File: src/rtl/uart_pkg.sv
// Shared UART definitions: one-hot FSM states, frame geometry and baud-divider helper.
// Used by both the receiver and the transmitter on the same link.
package uart_pkg;

    localparam int FRAME_DATA_BITS = 8;

    typedef enum logic [3:0] {
        IDLE  = 4'b0001,
        START = 4'b0010,
        DATA  = 4'b0100,
        STOP  = 4'b1000
    } uart_state_t;

    function automatic int baud_width(input int clock_speed, input int baud_rate);
        return clock_speed / baud_rate;
    endfunction

endpackage

File: src/rtl/uart_sync.sv
// N-flop synchroniser for an asynchronous input that idles high; N must be at least 2.
// Flops reset to 1 so a reset never looks like a start edge.
module uart_sync #(
    parameter int N = 2
) (
    input  logic clk,
    input  logic rst_n,
    input  logic d,
    output logic q
);

    logic [N-1:0] stages;

    always_ff @(posedge clk or negedge rst_n) begin
        if (!rst_n) begin
            stages <= '1;
        end else begin
            stages <= {stages[N-2:0], d};
        end
    end

    assign q = stages[N-1];

endmodule

File: src/rtl/uart_rx.sv
// UART receiver: 8N1 frames with an inverted payload, mid-bit sampling,
// and a valid/ready byte output with frame-error and overrun pulses.
module uart_rx
    import uart_pkg::*;
#(
    parameter int BAUD_RATE   = 115_200,
    parameter int CLOCK_SPEED = 50_000_000
) (
    input  logic       clk,
    input  logic       rst_n,
    input  logic       rx,
    input  logic       rx_ready,
    output logic [7:0] data,
    output logic       rx_valid,
    output logic       frame_err,
    output logic       overrun,
    output logic       rx_busy
);

    localparam int BAUD_WIDTH = baud_width(CLOCK_SPEED, BAUD_RATE);
    localparam int HALF_WIDTH = BAUD_WIDTH / 2;
    localparam int CNT_W      = $clog2(BAUD_WIDTH);

    localparam logic [CNT_W-1:0] BAUD_LAST = CNT_W'(BAUD_WIDTH - 1);
    localparam logic [CNT_W-1:0] HALF_LAST = CNT_W'(HALF_WIDTH - 1);

    uart_state_t                state, state_next;
    logic [CNT_W-1:0]           cnt, cnt_next;
    logic [2:0]                 bit_idx, bit_idx_next;
    logic [FRAME_DATA_BITS-1:0] shift, shift_next;
    logic                       stop_sample;
    logic                       rx_s;

    uart_sync #(.N(2)) u_sync (
        .clk   (clk),
        .rst_n (rst_n),
        .d     (rx),
        .q     (rx_s)
    );

    always_ff @(posedge clk or negedge rst_n) begin
        if (!rst_n) begin
            state   <= IDLE;
            cnt     <= '0;
            bit_idx <= '0;
            shift   <= '0;
        end else begin
            state   <= state_next;
            cnt     <= cnt_next;
            bit_idx <= bit_idx_next;
            shift   <= shift_next;
        end
    end

    // START waits half a bit so every later sample lands on a bit midpoint.
    always_comb begin
        state_next   = state;
        cnt_next     = cnt;
        bit_idx_next = bit_idx;
        shift_next   = shift;
        stop_sample  = 1'b0;
        unique case (state)
            IDLE: begin
                if (!rx_s) begin
                    state_next = START;
                    cnt_next   = '0;
                end
            end
            START: begin
                if (cnt == HALF_LAST) begin
                    cnt_next     = '0;
                    bit_idx_next = '0;
                    state_next   = rx_s ? IDLE : DATA;
                end else begin
                    cnt_next = cnt + 1'b1;
                end
            end
            DATA: begin
                if (cnt == BAUD_LAST) begin
                    shift_next[bit_idx] = rx_s;
                    cnt_next            = '0;
                    bit_idx_next        = bit_idx + 3'd1;
                    if (bit_idx == 3'd7) begin
                        state_next = STOP;
                    end
                end else begin
                    cnt_next = cnt + 1'b1;
                end
            end
            STOP: begin
                if (cnt == BAUD_LAST) begin
                    stop_sample = 1'b1;
                    cnt_next    = '0;
                    state_next  = IDLE;
                end else begin
                    cnt_next = cnt + 1'b1;
                end
            end
            default: begin
                state_next = IDLE;
                cnt_next   = '0;
            end
        endcase
    end

    // A freshly completed byte takes priority over a same-cycle handshake.
    always_ff @(posedge clk or negedge rst_n) begin
        if (!rst_n) begin
            data      <= '0;
            rx_valid  <= 1'b0;
            frame_err <= 1'b0;
            overrun   <= 1'b0;
        end else begin
            frame_err <= stop_sample & ~rx_s;
            overrun   <= stop_sample & rx_s & rx_valid & ~rx_ready;
            if (stop_sample && rx_s) begin
                data     <= ~shift;
                rx_valid <= 1'b1;
            end else if (rx_valid && rx_ready) begin
                rx_valid <= 1'b0;
            end
        end
    end

    assign rx_busy = (state != IDLE);

endmodule

File: config.mk
export PLATFORM = sky130hd
export DESIGN_NAME = uart_rx
export DESIGN_NICKNAME = d
export VERILOG_FILES = /design/src/rtl/uart_pkg.sv /design/src/rtl/uart_sync.sv /design/src/rtl/uart_rx.sv
export SDC_FILE = /design/constraint.sdc
export NUM_CORES = 1
export LEC_CHECK = 0
export CORE_ASPECT_RATIO = 0.8
export CORE_MARGIN = 3
export CORE_UTILIZATION = 30
export DETAILED_ROUTE_END_ITERATION = 8
export PLACE_DENSITY = 0.5
export SETUP_SLACK_MARGIN = 0.2
export SYNTH_ARGS = -nofsm -noshare
export SYNTH_HDL_FRONTEND = slang
export SYNTH_HIERARCHICAL = 1
export SYNTH_SLANG_ARGS = --single-unit
File: constraint.sdc
create_clock -name clk -period 6.07 [get_ports clk]
set_clock_uncertainty 0.2 [all_clocks]
set_input_delay 1.214 -clock clk [delete_from_list [all_inputs] [get_ports clk]]
set_output_delay 1.214 -clock clk [all_outputs]
set_load 0.05 [all_outputs]
==> qor.txt <==
outcome = finished, final reports clean
Tot Pwr = 565 uW
CTS Buf Count = 5
Hold Crit Class = reg -> reg
reg-to-reg startpoint = cnt[0]$_DFFE_PN0P_
Final Instance Area = 2120 um^2
critical-path cell list = or4b_1, clkdlybuf4s50_1
Total GRT Usage = 12.0%
die area = 7070 um^2
Root Buffer Master = clkbuf_8
layout cells sized above 1 = 13.5%
fin crit period = 3.58 ns
DP Area = 2030 um^2
Synth Register Bits = 37
Final nets = 178
synthesis-to-finish area growth = 15.8%
Max stage delay cell, worst path = clkdlybuf4s50_1
Detailed Route Iter0 Violations = 115
Syn Inst Count = 153
Max-Slew Margin vs Limit = 45.7%
EDFF count, synth = 0
largest net degree at the start of global routing = 38
Die Y = 75.8 um
Final Setup Violations = 0
Mapped Area = 1830 um^2
vias post-DR = 1225
Die W = 93.2 um
Core Box Area = 5680 um^2
CTS tree = built
Resized Gates After CTS = 0
ys async rst share = 100%
sequential area share after synthesis = 50.9%
first-pass GRT wire length = 6540 um
Detail Route Antenna Nets = 0
antenna cells = 0
Synth cell types = 47
initial core utilization = 32.2%
Hold Startpoint = u_sync/stages[0]$_DFF_PN1_
DRC = 0
routability-driven placement congestion ratio = 0.797
initial antenna violation count = 0
CP arrival = 2.17 ns
final hold vios = 0
Post-CTS Hold Fix Bufs = 0
synth top area cells = dfrtp_1 (47%), mux2_1 (4.9%), mux2i_1 (4.4%), dfstp_2 (4.3%), ha_1 (3.4%)
worst-margin pin slew = 0.814 ns
final WL = 3490 um
H-tree levels = 2
slowest stage delay, CP = 0.75 ns
number of global-route vias before repair = 1294
max-slew violation count = 0
CP Launch Type = flop
site row count = 24
Yosys top cell area share = 46.6%
setup tns final = 0 ns
Skew-Pair Late Insertion Delay = 0.29 ns
# clock sinks = 37
DP Wirelength = 2420 um
Synth Warn # = 6
postcts setup bufs = 0
Setup CP Type = reg -> out
Final period util = 59.0%
post-synth net total = 162
total of max-cap violations = 0
I/O pins = 16
Critical Path Sink Type = output pin
Power Density = 267 nW/um^2
clk slew on worst S/H paths = 0.08 ns
Clock Path Buffers = 2
vias per cell = 4.94
grt ovf = 0
Leak = 0.00102 uW
largest area contributor in the netlist = dfrtp_1
crit path from = state[0]$_DFFE_PN1P_
RSZ-0062 raised after global routing = no
fmax = 279 MHz
worst-path maximum fanout = 5
per-cell routed wire length = 14.1 um
mean post-synth cell area = 11.9 um^2
maximum vdd ir drop = 225 uV
number of buffers added on ports = 15
Synth Flop Type = dfrtp_1
Initial DRT Pass Iterations = 4
Worst EP required = 4.66 ns
[worst paths after layout]
path	to	slack [ns]	depth (start not counted)
worst max-delay path	rx_busy	2.49	2
max in group asynchronous	data[2]$_DFFE_PN0P_	4.34	1
min in group asynchronous	cnt[0]$_DFFE_PN0P_	0.81	1
worst min register to register	u_sync/stages[1]$_DFF_PN1_	0.16	0
worst min-delay path	u_sync/stages[1]$_DFF_PN1_	0.16	0
worst max register to register	cnt[3]$_DFFE_PN0P_	3.48	6
[state kept, by name (all words and copies together) (netlist names)]
signal,cells
state,4
frame_err,1
overrun,1
cnt,9
bit_idx,3
shift,8
data,8
u_sync/stages,2
rx_valid,1
[final cells by class]
class	instances	area, um^2
multi-input combinational	98	812
tap	78	97.6
sequential	37	930
timing repair buffer	15	145
inverter	12	45.0
fill	569	3560
clock buffer	5	68.8
clock inverter	3	17.5
[worst max-delay path: cells and delay by family, from the launching register on]
kind                   cells  cell delay [ns]
DFF                        1             0.56
buffers and inverters      1             0.75
and+or+nand+nor            1             0.56
[through the flow]
stage | instances | setup WS [ns] | utilization (%) | hold WS, ns
floorplan | 153 | 3.38 | - | 0.145
global placement | 240 | 2.86 | 35.8 | 0.148
detailed placement | 240 | 2.81 | 35.8 | 0.147
CTS | 248 | 2.48 | 37.3 | 0.158
global route | 248 | 2.43 | 37.3 | 0.161
finish | 248 | 2.49 | 37.3 | 0.157
[cells by family after synthesis]
kind of cell | count (synthesis) | synth area share, %
AOI/OAI and AO/OA | 28 | 12.2
and+or+nand+nor | 46 | 17.9
adders and majority gates | 5 | 3.42
DFF | 37 | 50.9
xor gates and xnor gates | 2 | 0.959
muxes | 17 | 9.93
buffers and inverters | 18 | 4.66
[metal layers]
metal | vias to the layer above | part of all wire [%] | track usage [%]
met5 | - | 0 | 0
met4 | 0 | 1.9 | 5.37
met3 | 7 | 3.3 | 2.57
met2 | 25 | 43 | 17.7
met1 | 599 | 52 | 17.1
li1 | 594 | - | -
[synth_stat cells, drive strengths merged, types with 4 or more instances]
| cell | count |
|---|---|
| dfrtp | 34 |
| inv | 12 |
| o21ai | 4 |
| a22o | 4 |
| mux2i | 8 |
| nand3 | 4 |
| nand4b | 4 |
| nand2 | 5 |
| nand4 | 4 |
| nor2 | 6 |
| mux2 | 9 |
| or4b | 4 |
| ha | 5 |
[power by group]
group          leakage (uW)  switching [uW]  total [uW]  internal, uW
combinational      0.000476            78.7         119          40.2
sequential         0.000504            13.8         276           262
clock             0.0000439            91.1         170          79.2
total               0.00102             184         565           381
[cells in the final DEF (no fill, tap or decap), types with 4 or more instances in the layout]
master and count:
nand3_1 4, a22o_1 4, nor2_1 5, nand4_1 4, mux2_1 8, nand4b_1 4
clkdlybuf4s50_1 14, clkbuf_8 5, inv_1 12, mux2i_1 8, nand2_1 4, ha_1 5
dfrtp_1 34
(Power assumes the default switching activity.)
